**config.mk**
```make
export PLATFORM = sky130hd
export DESIGN_NAME = sram_loader_flat
export DESIGN_NICKNAME = d
export VERILOG_FILES = /design/src/rtl/sram_loader_if.sv /design/src/rtl/sram_loader.sv /design/src/flat_wrapper.sv
export SDC_FILE = /design/constraint.sdc
export NUM_CORES = 1
export LEC_CHECK = 0
export BUFFER_PORTS_ARGS = -buffer_cell sky130_fd_sc_hd__buf_2
export CAP_MARGIN = 10
export CORE_MARGIN = 5
export CORE_UTILIZATION = 54
export DETAILED_ROUTE_END_ITERATION = 12
export GPL_TIMING_DRIVEN = 0
export PLACE_DENSITY = 0.78
export SETUP_SLACK_MARGIN = 0.1
export SLEW_MARGIN = 40
export SYNTH_ARGS = -nofsm -noshare
export SYNTH_HDL_FRONTEND = slang
export SYNTH_SLANG_ARGS = --single-unit
```
**constraint.sdc**
```tcl
create_clock -name i_clk -period 3.2 [get_ports i_clk]
set_input_delay 0.16 -clock i_clk [delete_from_list [all_inputs] [get_ports i_clk]]
set_output_delay 0.16 -clock i_clk [all_outputs]
set_load 0.05 [all_outputs]
```
**src/rtl/sram_loader_if.sv**
```systemverilog
// rtl/sram_loader_if.sv - byte receive stream and SRAM port-a write bus for sram_loader
// Signals:
//   rx_data    [7:0]             byte from the serial receiver
//   rx_valid                     rx_data is valid
//   rx_ready                     loader accepts a byte this cycle
//   addr_a     [ADDR_WIDTH-1:0]  SRAM port-a write address
//   wdata_a    [WIDTH-1:0]       SRAM port-a write data
//   write_en_a                   SRAM port-a write strobe
// Modports: master = loader side, slave = receiver/SRAM side.
interface sram_loader_if #(
  parameter int WIDTH      = 32,
  parameter int ADDR_WIDTH = 8
);
  logic [7:0]            rx_data;
  logic                  rx_valid;
  logic                  rx_ready;
  logic [ADDR_WIDTH-1:0] addr_a;
  logic [WIDTH-1:0]      wdata_a;
  logic                  write_en_a;

  modport master (
    input  rx_data, rx_valid,
    output rx_ready, addr_a, wdata_a, write_en_a
  );

  modport slave (
    output rx_data, rx_valid,
    input  rx_ready, addr_a, wdata_a, write_en_a
  );
endinterface

```
**src/rtl/sram_loader.sv**
```systemverilog
// rtl/sram_loader.sv - serial byte-stream loader that fills an SRAM over port a
// Stream format: 16-bit word count N (LSB first), then N words of WIDTH/8 bytes
// each, LSB first. Words are written to consecutive addresses from 0.
// Optional feature macro: LOADER_CHECKSUM_EN adds a trailing XOR checksum byte.
// Ports:
//   i_clk    clock, all logic on rising edge
//   i_rst    synchronous active-high reset
//   i_start  single-cycle pulse that begins a load (honoured in IDLE/DONE only)
//   bus      sram_loader_if.master: rx byte stream in, SRAM write port out
//   o_busy   load in progress
//   o_done   load finished (level)
//   o_error  load failed (level), valid while o_done=1
module sram_loader #(
  parameter int WIDTH      = 32,
  parameter int DEPTH      = 256,
  parameter int ADDR_WIDTH = $clog2(DEPTH)
) (
  input  logic          i_clk,
  input  logic          i_rst,
  input  logic          i_start,
  sram_loader_if.master bus,
  output logic          o_busy,
  output logic          o_done,
  output logic          o_error
);

  localparam int BPW = WIDTH / 8;
  localparam int BCW = (BPW > 1) ? $clog2(BPW) : 1;

  localparam logic [2:0] S_IDLE   = 3'd0;
  localparam logic [2:0] S_LEN_LO = 3'd1;
  localparam logic [2:0] S_LEN_HI = 3'd2;
  localparam logic [2:0] S_DATA   = 3'd3;
  localparam logic [2:0] S_WRITE  = 3'd4;
`ifdef LOADER_CHECKSUM_EN
  localparam logic [2:0] S_CSUM   = 3'd5;
`endif
  localparam logic [2:0] S_DONE   = 3'd6;

  logic [2:0]            r_state;
  logic [15:0]           r_len;
  logic [ADDR_WIDTH-1:0] r_idx;
  logic [BCW-1:0]        r_bcnt;
  logic [WIDTH-1:0]      r_shift;
  logic                  r_done;
  logic                  r_error;
`ifdef LOADER_CHECKSUM_EN
  logic [7:0]            r_csum;
`endif

  logic                  w_accept;
  logic [15:0]           w_len_full;
  logic                  w_last_byte;
  logic                  w_more;
  logic [WIDTH-1:0]      w_shift_next;

  assign w_accept    = bus.rx_valid & bus.rx_ready;
  assign w_len_full  = {bus.rx_data, r_len[7:0]};
  assign w_last_byte = (r_bcnt == BCW'(BPW - 1));
  // Compared at 32 bits so the index is only advanced when another word follows;
  // this keeps r_idx <= DEPTH-1 even for N = DEPTH.
  assign w_more      = ((32'(r_idx) + 32'd1) < {16'd0, r_len});
  // New bytes enter at the top, so after BPW bytes the first one sits at bit 0.
  assign w_shift_next = (r_shift >> 8) | ({{(WIDTH-8){1'b0}}, bus.rx_data} << (WIDTH - 8));

`ifdef LOADER_CHECKSUM_EN
  assign bus.rx_ready = (r_state == S_LEN_LO) || (r_state == S_LEN_HI) ||
                        (r_state == S_DATA)   || (r_state == S_CSUM);
`else
  assign bus.rx_ready = (r_state == S_LEN_LO) || (r_state == S_LEN_HI) ||
                        (r_state == S_DATA);
`endif

  assign bus.write_en_a = (r_state == S_WRITE);
  assign bus.addr_a     = r_idx;
  assign bus.wdata_a    = r_shift;
  assign o_busy         = (r_state != S_IDLE) && (r_state != S_DONE);
  assign o_done         = r_done;
  assign o_error        = r_error;

  always_ff @(posedge i_clk) begin
    if (i_rst) begin
      r_state <= S_IDLE;
      r_len   <= '0;
      r_idx   <= '0;
      r_bcnt  <= '0;
      r_shift <= '0;
      r_done  <= 1'b0;
      r_error <= 1'b0;
`ifdef LOADER_CHECKSUM_EN
      r_csum  <= '0;
`endif
    end else begin
      case (r_state)
        S_IDLE, S_DONE: begin
          if (i_start) begin
            r_state <= S_LEN_LO;
            r_done  <= 1'b0;
            r_error <= 1'b0;
            r_idx   <= '0;
            r_bcnt  <= '0;
`ifdef LOADER_CHECKSUM_EN
            r_csum  <= '0;
`endif
          end
        end
        S_LEN_LO: begin
          if (w_accept) begin
            r_len[7:0] <= bus.rx_data;
            r_state    <= S_LEN_HI;
`ifdef LOADER_CHECKSUM_EN
            r_csum     <= r_csum ^ bus.rx_data;
`endif
          end
        end
        S_LEN_HI: begin
          if (w_accept) begin
            r_len <= w_len_full;
`ifdef LOADER_CHECKSUM_EN
            r_csum <= r_csum ^ bus.rx_data;
`endif
            if (32'(w_len_full) > 32'(DEPTH)) begin
              r_state <= S_DONE;
              r_done  <= 1'b1;
              r_error <= 1'b1;
            end else if (w_len_full == 16'd0) begin
`ifdef LOADER_CHECKSUM_EN
              r_state <= S_CSUM;
`else
              r_state <= S_DONE;
              r_done  <= 1'b1;
`endif
            end else begin
              r_state <= S_DATA;
            end
          end
        end
        S_DATA: begin
          if (w_accept) begin
            r_shift <= w_shift_next;
`ifdef LOADER_CHECKSUM_EN
            r_csum  <= r_csum ^ bus.rx_data;
`endif
            if (w_last_byte) begin
              r_bcnt  <= '0;
              r_state <= S_WRITE;
            end else begin
              r_bcnt <= r_bcnt + BCW'(1);
            end
          end
        end
        S_WRITE: begin
          if (w_more) begin
            r_idx   <= r_idx + ADDR_WIDTH'(1);
            r_state <= S_DATA;
          end else begin
`ifdef LOADER_CHECKSUM_EN
            r_state <= S_CSUM;
`else
            r_state <= S_DONE;
            r_done  <= 1'b1;
`endif
          end
        end
`ifdef LOADER_CHECKSUM_EN
        S_CSUM: begin
          if (w_accept) begin
            r_state <= S_DONE;
            r_done  <= 1'b1;
            r_error <= (bus.rx_data != r_csum);
          end
        end
`endif
        default: r_state <= S_IDLE;
      endcase
    end
  end

endmodule

```
**src/flat_wrapper.sv**
```systemverilog
// flat-port wrapper written by rule: the top's interface ports become plain ports
module sram_loader_flat 
#(
  parameter int WIDTH      = 32,
  parameter int DEPTH      = 256,
  parameter int ADDR_WIDTH = $clog2(DEPTH)
)
  (i_clk, i_rst, i_start, o_busy, o_done, o_error, bus_rx_data, bus_rx_valid, bus_rx_ready, bus_addr_a, bus_wdata_a, bus_write_en_a);
  sram_loader_if #(.WIDTH(WIDTH), .ADDR_WIDTH(ADDR_WIDTH)) bus_i ();
  input  logic i_clk;
  input  logic i_rst;
  input  logic i_start;
  output logic o_busy;
  output logic o_done;
  output logic o_error;
  input wire logic [$bits(bus_i.rx_data)-1:0] bus_rx_data;
  input wire logic [$bits(bus_i.rx_valid)-1:0] bus_rx_valid;
  output wire logic [$bits(bus_i.rx_ready)-1:0] bus_rx_ready;
  output wire logic [$bits(bus_i.addr_a)-1:0] bus_addr_a;
  output wire logic [$bits(bus_i.wdata_a)-1:0] bus_wdata_a;
  output wire logic [$bits(bus_i.write_en_a)-1:0] bus_write_en_a;
  assign bus_i.rx_data = bus_rx_data;
  assign bus_i.rx_valid = bus_rx_valid;
  assign bus_rx_ready = bus_i.rx_ready;
  assign bus_addr_a = bus_i.addr_a;
  assign bus_wdata_a = bus_i.wdata_a;
  assign bus_write_en_a = bus_i.write_en_a;
  sram_loader #(.WIDTH(WIDTH), .DEPTH(DEPTH), .ADDR_WIDTH(ADDR_WIDTH)) u_core (.i_clk(i_clk), .i_rst(i_rst), .i_start(i_start), .bus(bus_i), .o_busy(o_busy), .o_done(o_done), .o_error(o_error));
endmodule
```
After elaboration in Yosys (flattened, before gate mapping)
Cells that the tools add are included.
- input port bits: 12
- flip-flop bits (word level): 63
- output and inout port bits: 45
- word-level logic and storage cells: 78
- order comparisons: 2
- $add $sub $neg: 3
- bitwise logic cells: 3
- reduce and logical (&&, ||, !) cells: 19
- equality and inequality tests: 16
- mux-type cells: 27
- operators with widths (operator ; number):
    $lt A32 B16 Y1 ; 1
    $or A24 B32 Y32 ; 1
    $pmux W8 S2 ; 2
    $mux W3 ; 8
    $mux W8 ; 3
    $gt A16 B9 Y1 const B ; 1
    $logic_not A16 Y1 ; 1
    $pmux W3 S5 ; 1
    $ne A2 B1 Y1 const B ; 5
    $reduce_and A5 Y1 ; 2
    $add A8 B1 Y9 const B ; 1
    $reduce_and A3 Y1 ; 3
    $add A8 B1 Y8 const B ; 1
    $mux W1 ; 7
    $eq A3 B2 Y1 const B ; 2
    $eq A3 B3 Y1 const B ; 2
    $mux W2 ; 3
    $ne A2 B2 Y1 const B ; 3
    $ne A3 B3 Y1 const B ; 2
    $reduce_bool A2 Y1 ; 3
    $reduce_bool A3 Y1 ; 2
    $pmux W2 S2 ; 1
    $reduce_and A2 Y1 ; 2
    $reduce_and A4 Y1 ; 1
    11 further kinds ; 12

Depth between registers and ports, before layout
Gate-level depths: netlist of run 1.
- word-level depth: 6
- gate-level depth with buffers: 10
- mapped depth without buffers: 10

Least setup slack after synthesis of run 1
No wires, ideal clock.
- path type: register to register
- start: reg u_core.r_idx[0] (netlist: u_core.bus.addr_a[0])
- end: reg u_core.r_idx[0] (netlist: u_core.bus.addr_a[0])
- path slack: 0.371 ns
- setup time: 0.121 ns
- required time: 3.079 ns
- clock period less this slack: 2.829 ns
- data arrival time: 2.708 ns
- path buffers: 0
- stages on the path, launching flop included: 11
- path through: dfxtp_1 -> and3_1 -> nand3_1 -> nor2_1 -> xor2_1 -> ha_1 -> a21oi_1 -> o2111ai_2 -> a31o_4 -> and3_4 -> mux2_2
- longest elaborated chain between the ends: 4
- elaborated cells between the ends (all ways): 7
- classes of those cells: 2 x add/sub; 1 x order compare; 1 x eq/ne; 2 x mux; 1 x reduce/logical
- RTL lines (element ; line ; text):
    start: declaration ; sram_loader.sv:42 ; logic [ADDR_WIDTH-1:0] r_idx;
    start signal: assignment ; sram_loader.sv:154 ; r_idx <= r_idx + ADDR_WIDTH'(1);
    $add A8 B1 Y9 ; sram_loader.sv:62 ; assign w_more = ((32'(r_idx) + 32'd1) < {16'd0, r_len});
    $lt A32 B16 Y1 ; sram_loader.sv:62 ;
    $ne A2 B1 Y1 (no line) ; - ;
    $reduce_and A3 Y1 (no line) ; - ;
Several ways; a longest one is shown, not always the timed one. The select of a mux whose other input is x is not followed.
A chain may end at the register's enable or synchronous reset.

Worst setup path after layout of run 1
- start: reg u_core.r_idx[4] (netlist: u_core.bus.addr_a[4])
- end: reg u_core.r_idx[0] (netlist: u_core.bus.addr_a[0])
- longest elaborated chain between the ends: 4
- RTL lines (element ; line):
    $add A8 B1 Y9 ; sram_loader.sv:62
    $lt A32 B16 Y1 ; sram_loader.sv:62
    $ne A2 B1 Y1 (no line) ; -
    $reduce_and A3 Y1 (no line) ; -
Every way passes these cells.

==> impl_metrics.ini, run 1 <==
[clocking]
cts_buffers = 9
cts_setup_buffers = 0
hold_buffers = 0
ctsResizeCount = 0
cts_htree_levels = 3
clock_latency_ns = 0.34
clk_pin_slew_ns = 0.07
clockRootBuffer = clkbuf_8
clock-sinks = 63
cts_buffer_depth = 2
cts_tree = yes

[cells_and_area]
layout.cells.non_filler = 502
utilization_pct = 66.3
fin_nets = 449
antenna_cells = 0
drive_gt1_share_pct = 20.1
syn_to_final_growth_pct = 19.0

[routing]
drc_errors = 0
viasPerCell = 5.45
wire_per_inst_um = 14.1
drt_iter0_markers = 207
drtAntennaViolNets = 0
drt_first_pass_iters = 4
via_count = 2738
drt-total-wl_mm = 7.07

[synthesis]
yosysMostFrequentCell = nand2_1
synth-main-ff-cell = dfxtp_1
ys_seq_area_share_pct = 44.3
synth-seq-cells = 63
syn_inst = 360
async_flop_share_pct = 0
synth_warnings = 0
synthTopCellsByCount = nand2_1, dfxtp_1, a21oi_1
yosysUniqueCellTypes = 47
postSynthAreaPerCell_sq_um = 7.91
yosysTopAreaCell = dfxtp_1
synth_area_leaders = dfxtp_1, nand2_1, a21oi_1
synth_top_cell_area_share_pct = 44.3
synth_edf_count = 0
netlist_area_sq_mm = 0.00285
synthesis.nets = 382

[floorplanning]
core_area_sq_mm = 0.00511
chipWidth_um = 82.6
dieArea_sq_mm = 0.00683
start_util_pct = 55.8
rows = 26
chipHeight_um = 82.6
pin_count = 57

[worst_setup_path]
cp_slowest_stage_delay_ns = 0.42
rr_endpoint = u_core.bus.addr_a[0]$_SDFFE_PP0P_
crit_required_ns = 3.42
start_kind = flip-flop
cp.depth = 10
r2r_slack_ns = 0.52
cp_slowest_cell = dfxtp_1
critical_path_buf_inv_count = 0
path_cells = and3_1, nand3_1, nor2_1, xor2_1, ha_1, a21oi_1, o2111ai_2, a31o_4, and3_4, mux2_2
critPathTopFamily = simple AND/OR/NAND/NOR gates
crit_type = reg2reg
cp.arrival_ns = 2.90
r2r_start = u_core.bus.addr_a[4]$_SDFFE_PP0P_
crit_fanout = 6
endpoint_kind = flip-flop
reg2reg_depth = 10

[run]
max-cap-violations = 0

[grt]
antenna_found_initial = 0
grtUsageTotal_pct = 22.4
grt_pass1_vias = 2542
grt_pass1_wl_mm = 11.7
grt_max_degree = 13
grt_overflow = 0

[place]
io_buffers = 56
dp_hpwl_mm = 5.22
place_inst = 486
place_ws_ns = 0.537
gp_congestion = 0.856

[timing]
max-slew-margin-rel_pct = 59.0
drv_slew = 0
worst_pin_slew_ns = 0.613
setup_violations = 0
setup_slack_ns = 0.516
post-route-period-util_pct = 83.9
skew_ns = 0.0108
min_period_ns = 2.68
rsz0062_at_grt = false
hold_viol = 0
fmax_ghz = 0.373
finalSetupTns_ns = 0

[pwr]
peakVddDrop_v = 0.000324
p_per_area_mw_per_mm2 = 489
leakage_nw = 1.39

[min_path]
hp-class = in2reg
hold_start = bus_rx_data[4]
hold_end = u_core.bus.wdata_a[28]$_SDFFE_PP0P_
worstHoldPathCells = 3

[outcome]
status = finished, final reports clean
==> report_power, final <==
part | total, W | switching, W | internal, W
Combinational | 0.000236 | 0.000164 | 0.0000713
Sequential | 0.000814 | 0.0000125 | 0.000802
Clock | 0.000605 | 0.000324 | 0.000281
Total | 0.00166 | 0.000501 | 0.00115
==> worst max path at each step <==
| stage | startpoint | end | slack, ns |
|---|---|---|---|
| 2_1_floorplan | u_core.bus.addr_a[0]$_SDFFE_PP0P_ | u_core.bus.addr_a[0]$_SDFFE_PP0P_ | 0.37 |
| 3_3_place_gp | u_core.bus.addr_a[0]$_SDFFE_PP0P_ | u_core.bus.addr_a[0]$_SDFFE_PP0P_ | 0.59 |
| 3_5_place_dp | u_core.bus.addr_a[0]$_SDFFE_PP0P_ | u_core.bus.addr_a[0]$_SDFFE_PP0P_ | 0.54 |
| 4_1_cts | u_core.bus.addr_a[0]$_SDFFE_PP0P_ | u_core.bus.addr_a[0]$_SDFFE_PP0P_ | 0.52 |
| 5_1_grt | u_core.bus.addr_a[0]$_SDFFE_PP0P_ | u_core.bus.addr_a[0]$_SDFFE_PP0P_ | 0.29 |
| 6_report | u_core.bus.addr_a[4]$_SDFFE_PP0P_ | u_core.bus.addr_a[0]$_SDFFE_PP0P_ | 0.52 |
==> final cells by class <==
class / instances / area (sq um)
clock inverter: 7 / 48.8
multi-input combinational: 268 / 1460
clock buffer: 9 / 124
timing repair buffer: 56 / 280
fill: 469 / 1720
sequential: 63 / 1260
inverter: 13 / 48.8
tap: 70 / 87.6
buffer: 16 / 75.1
==> worst register-to-register path, delay by kind of cell, from the launching register on <==
family                     cells  cell delay, ns
and+or+nand+nor                4            0.71
muxes                          1            0.26
AOI/OAI and AO/OA              3            0.67
xor gates and xnor gates       1            0.23
DFF                            1            0.42
adders and majority gates      1            0.28
==> logic make-up after synthesis <==
| logic type | Yosys count | share of synthesized area (%) |
|---|---|---|
| and+or+nand+nor | 158 | 23.8 |
| muxes | 3 | 1.10 |
| AOI/OAI and AO/OA | 90 | 19.9 |
| xor gates and xnor gates | 7 | 2.15 |
| DFF | 63 | 44.3 |
| buffers and inverters | 29 | 4.35 |
| adders and majority gates | 10 | 4.39 |
==> flip-flops by register name, indices dropped and copies added, names as in the netlist <==
name	count
u_core.r_len	16
u_core.o_error	1
u_core.r_state	3
u_core.r_bcnt	2
u_core.o_done	1
u_core.bus.addr_a	8
u_core.bus.wdata_a	32
==> placed cells by master, fill, tap and decap left out, types with 4 or more instances in the layout <==
| master | instances |
|---|---|
| nand2_1 | 98 |
| dfxtp_1 | 63 |
| buf_2 | 62 |
| a21oi_1 | 55 |
| nor2_1 | 28 |
| inv_1 | 13 |
| nand3_1 | 11 |
| ha_1 | 10 |
| clkbuf_8 | 9 |
| clkbuf_1 | 7 |
| o21ai_0 | 7 |
| a31oi_1 | 5 |
| xnor2_1 | 4 |
| nor3_1 | 4 |
| nor4_1 | 4 |
| a22o_1 | 4 |
==> metal layers <==
layer / vias to the layer above / part of all wire, % / global-route usage, % / wire, um
met4: 0 / 1.6 / 9.97 / 110
li1: 1374 / - / - / -
met3: 11 / 7.6 / 4.77 / 534
met5: - / 0 / 0 / 0
met2: 91 / 46 / 34.6 / 3250
met1: 1262 / 45 / 30.1 / 3170
==> stage by stage <==
stage | hold slack (ns) | area, sq um | total power, W
after floorplan | 0.296 | 2850 | 0.00100
after global placement | 0.441 | 3220 | 0.00106
after CTS | 0.0868 | 3390 | 0.00166
final | 0.0948 | 3390 | 0.00166
after detailed placement | 0.445 | 3220 | 0.00106
after global routing | 0.103 | 3390 | 0.00173
Power figures use the tool's default switching activity.
==> run 2: changes to the inputs <==
Settings changed: CORE_UTILIZATION 54 to 49, PLACE_DENSITY 0.78 to 0.74.
Clock period 3.2 ns to 2.2 ns, I/O delays scaled along.
==> run 2 against run 1 <==
The run now ends with negative setup slack left. First-iteration DRC count is 1.4% lower. Routed wire length is 7.6% higher. Die area is 8.9% higher. Via count is 3.1% higher. Register-to-register slack worse by 0.71 ns.
==> impl_metrics.ini, run 2 (synthesis results as in run 1) <==
[outcome]
status = finished with violations
violations = negative setup slack

[cells_and_area]
layout.cells.non_filler = 509
postLayoutCellArea_sq_mm = 0.00359
largest_reg_flops = 32
fin_nets = 454
most-common-layout-cells = nand2_1, buf_2, dfxtp_1
drive_gt1_share_pct = 26.1
antenna_cells = 0
seq_area_sq_mm = 0.00128
syn_to_final_growth_pct = 26.2
fillCellCount = 506
layout_commonest_cell = nand2_1
multi_input_area_sq_mm = 0.00159

[grt]
grt_use_met1_pct = 27.9
grt_max_degree = 13
busiest_layer = met2
grt.met3_usage_pct = 5.89
grt_overflow = 0
antenna_found_initial = 0
grtUsageTotal_pct = 20.8
grt_pass1_vias = 2554
grt.met2_usage_pct = 32.4
grt_pass1_wl_mm = 12.3

[clocking]
clock_latency_ns = 0.35
cts_htree_levels = 3
cts_tree = yes
hold_buffers = 0
clock-sinks = 63
cts_buffers = 9
clk_pin_slew_ns = 0.07
cts_buffer_depth = 2
clockRootBuffer = clkbuf_8

[worst_setup_path]
cp.arrival_ns = 2.63
crit_required_ns = 2.43
start_kind = flip-flop
cp_slowest_stage_delay_ns = 0.37
setup.worst_path.end = u_core.bus.addr_a[0]$_SDFFE_PP0P_
cp-startpoint = u_core.bus.addr_a[4]$_SDFFE_PP0P_
critical_path_buf_inv_count = 0
r2r_slack_ns = -0.20
r2r_start = u_core.bus.addr_a[4]$_SDFFE_PP0P_
crit_path_frequent_cell = and3_4
rr_endpoint = u_core.bus.addr_a[0]$_SDFFE_PP0P_
critPathTopFamily = simple AND/OR/NAND/NOR gates
reg2reg_depth = 10
endpoint_kind = flip-flop
cp_slowest_cell = dfxtp_4
crit_fanout = 6
path_cells = and3_4, nand3_4, nor2_4, xor2_4, ha_4, a21oi_4, o2111ai_2, a31o_4, and3_4, mux2_4
crit_type = reg2reg
cp.depth = 10

[routing]
viasPerCell = 5.54
via_count = 2822
wire_per_inst_um = 14.9
drt_first_pass_iters = 5
drtAntennaViolNets = 0
drt_iter0_markers = 204
drt-total-wl_mm = 7.61
drc_errors = 0

[pwr]
power.switching_w = 0.000750
seqPwrFrac_pct = 46.4
power.share.clock_pct = 39.4
peakVddDrop_v = 0.000542
switching_share_pct = 29.5
leakage_nw = 1.44
p_int_w = 0.00179
combPwrFrac_pct = 14.2
p_per_area_mw_per_mm2 = 708

[timing]
fmax_ghz = 0.417
setup_slack_ns = -0.196
setup_violations = 10
skew_ns = 0.00556
max-slew-margin-rel_pct = 56.6
post-route-period-util_pct = 109
drv_slew = 0
min_period_ns = 2.40
hold_viol = 0
worst_pin_slew_ns = 0.648
rsz0062_at_grt = true
finalSetupTns_ns = -1.12

[floorplanning]
core_area_sq_mm = 0.00557
start_util_pct = 51.1
rows = 27
chipWidth_um = 86.2
chipHeight_um = 86.2
dieArea_sq_mm = 0.00744
pin_count = 57

[place]
io_buffers = 56
dpl_cell_area_sq_mm = 0.00328
place_inst = 488
dp_hpwl_mm = 5.28
gp_congestion = 0.923

[min_path]
hp-class = in2reg
worstHoldPathCells = 3

[run]
max-cap-violations = 0
## run 2: worst min path at each step
| stage | start | endpoint | slack (ns) |
|---|---|---|---|
| 4_1_cts | bus_rx_data[1] | u_core.bus.wdata_a[25]$_SDFFE_PP0P_ | 0.04 |
| 5_1_grt | bus_rx_data[2] | u_core.bus.wdata_a[26]$_SDFFE_PP0P_ | 0.04 |
| 2_1_floorplan | bus_rx_data[2] | u_core.r_len[10]$_SDFFE_PP0P_ | 0.25 |
| 3_5_place_dp | bus_rx_data[0] | u_core.r_len[8]$_SDFFE_PP0P_ | 0.41 |
| 6_report | bus_rx_data[7] | u_core.r_len[15]$_SDFFE_PP0P_ | 0.05 |
| 3_3_place_gp | bus_rx_data[4] | u_core.r_len[12]$_SDFFE_PP0P_ | 0.40 |
## run 2: per-layer routing
metal  up-vias  part of all wire, %
met3        16                  8.0
met4         0                  1.6
li1       1380                    -
met1      1315                   44
met2       111                   46
met5         -                    0
## run 2: repair_timing
action                                  in CTS  in global routing
gates cloned                                 0                  0
buffers inserted                             4                  1
resized for setup                            9                  4
endpoints found under the setup margin      11                 11
pin swaps                                    3                  9
## run 2: power by group through the flow
stage               Combinational (W)  Sequential [W]  Clock (W)
floorplan                    0.000231         0.00122          0
global placement             0.000335         0.00121          0
detailed placement           0.000342         0.00121          0
CTS                          0.000352         0.00118    0.00102
global route                 0.000388         0.00118    0.00108
finish                       0.000361         0.00118    0.00100
## run 2: final cells by class
| cell class | instances | share of cell area (%) |
|---|---|---|
| Buffer | 16 | 2.09 |
| Tap cell | 72 | 2.51 |
| Inverter | 13 | 1.36 |
| Multi-Input combinational cell | 268 | 44.3 |
| Timing Repair Buffer | 61 | 8.84 |
| Clock inverter | 7 | 1.91 |
| Sequential cell | 63 | 35.5 |
| Clock buffer | 9 | 3.45 |
## run 2: stage by stage
stage	utilization, %	setup WS [ns]	total power, W	hold slack (ns)
3_3_place_gp	58.9	-0.188	0.00154	0.395
5_1_grt	64.5	-0.283	0.00265	0.0444
4_1_cts	63.8	-0.167	0.00255	0.0397
6_report	64.5	-0.196	0.00255	0.0467
3_5_place_dp	58.9	-0.236	0.00155	0.405
2_1_floorplan	-	-0.196	0.00145	0.246
## run 2: worst register-to-register path, stage by stage, from the launching register on
cell	delay [ns]
dfxtp_4	0.37
and3_4	0.20
nand3_4	0.10
nor2_4	0.17
xor2_4	0.21
ha_4	0.24
a21oi_4	0.13
o2111ai_2	0.14
a31o_4	0.28
and3_4	0.18
mux2_4	0.26
==> run 3: changes to the inputs <==
Settings changed: CORE_UTILIZATION 49 to 36, PLACE_DENSITY 0.74 to 0.57.
==> run 3 against run 2 <==
Clock skew grew 0.0036 ns. Fmax is 0.66% higher. The run still ends with negative setup slack left. Setup slack better by 0.016 ns. Non-clock buffer count rose by 3. Die area rose by 32%. Sequential power barely moved. Highest routed layer unchanged. Critical path type unchanged. Final area grew 2.3%. Sequential cell count is the same. Count of clock-buffer cells in the layout is the same. Clock power hardly changed. Critical endpoint unchanged. Final cell count is 6.5% higher. Critical path depth did not move.
==> impl_metrics.ini, run 3 (synthesis results as in run 1) <==
[cells_and_area]
seq_area_sq_mm = 0.00128
utilization_pct = 47.6
multi_input_area_sq_mm = 0.00161
syn_to_final_growth_pct = 29.2
most-common-layout-cells = nand2_1, buf_2, dfxtp_1
largest_reg_flops = 32
fin_nets = 457
antenna_cells = 0
layout_commonest_cell = nand2_1
drive_gt1_share_pct = 27.0
fillCellCount = 782

[run]
max-cap-violations = 0

[clocking]
clockRootBuffer = clkbuf_8
clock-sinks = 63
cts_buffer_depth = 2
clock_latency_ns = 0.34
cts_buffers = 9
clk_pin_slew_ns = 0.07
cts_htree_levels = 3
cts_tree = yes

[timing]
setup_violations = 10
finalSetupTns_ns = -1.04
drv_slew = 0
skew_ns = 0.00912
rsz0062_at_grt = true
fmax_ghz = 0.420
post-route-period-util_pct = 108
worst_pin_slew_ns = 0.657
hold_viol = 0
setup_slack_ns = -0.181
min_period_ns = 2.38
max-slew-margin-rel_pct = 56.0

[min_path]
hp-class = in2reg

[routing]
drc_errors = 0
viasPerCell = 5.08
via_count = 2753
drt_first_pass_iters = 4
drtAntennaViolNets = 0
wire_per_inst_um = 14.4
drt_iter0_markers = 115
drt-total-wl_mm = 7.80

[pwr]
peakVddDrop_v = 0.000575
p_per_area_mw_per_mm2 = 691
leakage_nw = 1.46

[grt]
grt_overflow = 0
grtUsageTotal_pct = 15.7
grt_pass1_wl_mm = 12.5
grt_max_degree = 13
antenna_found_initial = 0
grt_pass1_vias = 2561

[worst_setup_path]
crit_path_frequent_cell = and3_4
rr_endpoint = u_core.bus.addr_a[0]$_SDFFE_PP0P_
crit_required_ns = 2.43
r2r_slack_ns = -0.18
endpoint_kind = flip-flop
start_kind = flip-flop
critical_path_buf_inv_count = 0
cp.arrival_ns = 2.61
critPathTopFamily = simple AND/OR/NAND/NOR gates
r2r_start = u_core.bus.addr_a[1]$_SDFFE_PP0P_
crit_type = reg2reg
cp_slowest_stage_delay_ns = 0.36
cp-startpoint = u_core.bus.addr_a[1]$_SDFFE_PP0P_
crit_fanout = 6
setup.worst_path.end = u_core.bus.addr_a[0]$_SDFFE_PP0P_
reg2reg_depth = 10
cp.depth = 10
cp_slowest_cell = dfxtp_4
path_cells = and3_4, nand3_4, nor2_4, xor2_4, ha_4, a21oi_4, o2111ai_2, a31o_4, and3_4, mux2_4

[outcome]
status = finished with violations
violations = negative setup slack

[floorplanning]
chipHeight_um = 98.9
rows = 32
core_area_sq_mm = 0.00773
dieArea_sq_mm = 0.00979
pin_count = 57
start_util_pct = 36.9
chipWidth_um = 98.9

[place]
dp_hpwl_mm = 5.59
gp_congestion = 0.873
io_buffers = 56
run 3: changes by cell type in the layout (fill, tap and decap cells not counted), sizes merged:
| cell | delta |
|---|---|
| buf | +3 |
| clkinv | +1 |
| inv | -1 |
run 3: worst min path at each step:
stage | start | end | slack (ns) | depth (start not counted)
global route | bus_rx_data[4] | u_core.bus.wdata_a[28]$_SDFFE_PP0P_ | 0.06 | 3
finish | bus_rx_data[4] | u_core.bus.wdata_a[28]$_SDFFE_PP0P_ | 0.05 | 3
floorplan | bus_rx_data[2] | u_core.r_len[10]$_SDFFE_PP0P_ | 0.25 | 2
detailed placement | bus_rx_data[4] | u_core.r_len[12]$_SDFFE_PP0P_ | 0.40 | 3
CTS | bus_rx_data[4] | u_core.bus.wdata_a[28]$_SDFFE_PP0P_ | 0.04 | 3
global placement | bus_rx_data[4] | u_core.r_len[12]$_SDFFE_PP0P_ | 0.40 | 3
run 3: final cells by class:
cell class | instances | area share [%]
multi-input combinational | 268 | 43.9
sequential | 63 | 34.7
timing repair buffer | 64 | 9.25
tap | 102 | 3.47
clock buffer | 9 | 3.37
buffer | 16 | 2.04
clock inverter | 7 | 1.94
inverter | 13 | 1.33
run 3: metrics by stage:
| stage | total power, W | area [sq um] | std cells | hold slack [ns] | setup WS (ns) |
|---|---|---|---|---|---|
| after global placement | 0.00155 | 3320 | 518 | 0.397 | -0.206 |
| after CTS | 0.00257 | 3610 | 540 | 0.0353 | -0.164 |
| after detailed placement | 0.00155 | 3320 | 518 | 0.404 | -0.233 |
| after floorplan | 0.00145 | 2910 | 360 | 0.246 | -0.196 |
| final | 0.00254 | 3680 | 542 | 0.0479 | -0.181 |
| after global routing | 0.00267 | 3680 | 542 | 0.0570 | -0.236 |
run 3: worst reg2reg max path: cells and delay by family, from the launching register on:
kind                       cells  cell delay (ns)
and+or+nand+nor                4             0.65
AOI/OAI and AO/OA              3             0.56
DFF                            1             0.36
muxes                          1             0.25
adders and majority gates      1             0.24
xor gates and xnor gates       1             0.20
run 3: where the power goes:
group | leakage [nW] | switching [W] | internal, W
sequential | 0.513 | 0.0000184 | 0.00116
clock | 0.0999 | 0.000474 | 0.000525
combinational | 0.851 | 0.000253 | 0.000109
run 3: what timing repair did:
item                                    CTS  global route
endpoints found under the setup margin   11            11
gates resized for setup                   9             7
setup buffers                             6             2
pin swaps                                 5             9
gates cloned                              0             0
hold buffers                              0             0
run 3: per-layer routing:
layer | vias up | wire, um | global-route usage, % | part of all wire, %
li1 | 1385 | - | - | -
met1 | 1280 | 3810 | 22.1 | 49
met2 | 74 | 3500 | 23.5 | 45
met3 | 14 | 373 | 3.47 | 4.8
met4 | 0 | 114 | 5.88 | 1.5
met5 | - | 0 | 0 | 0
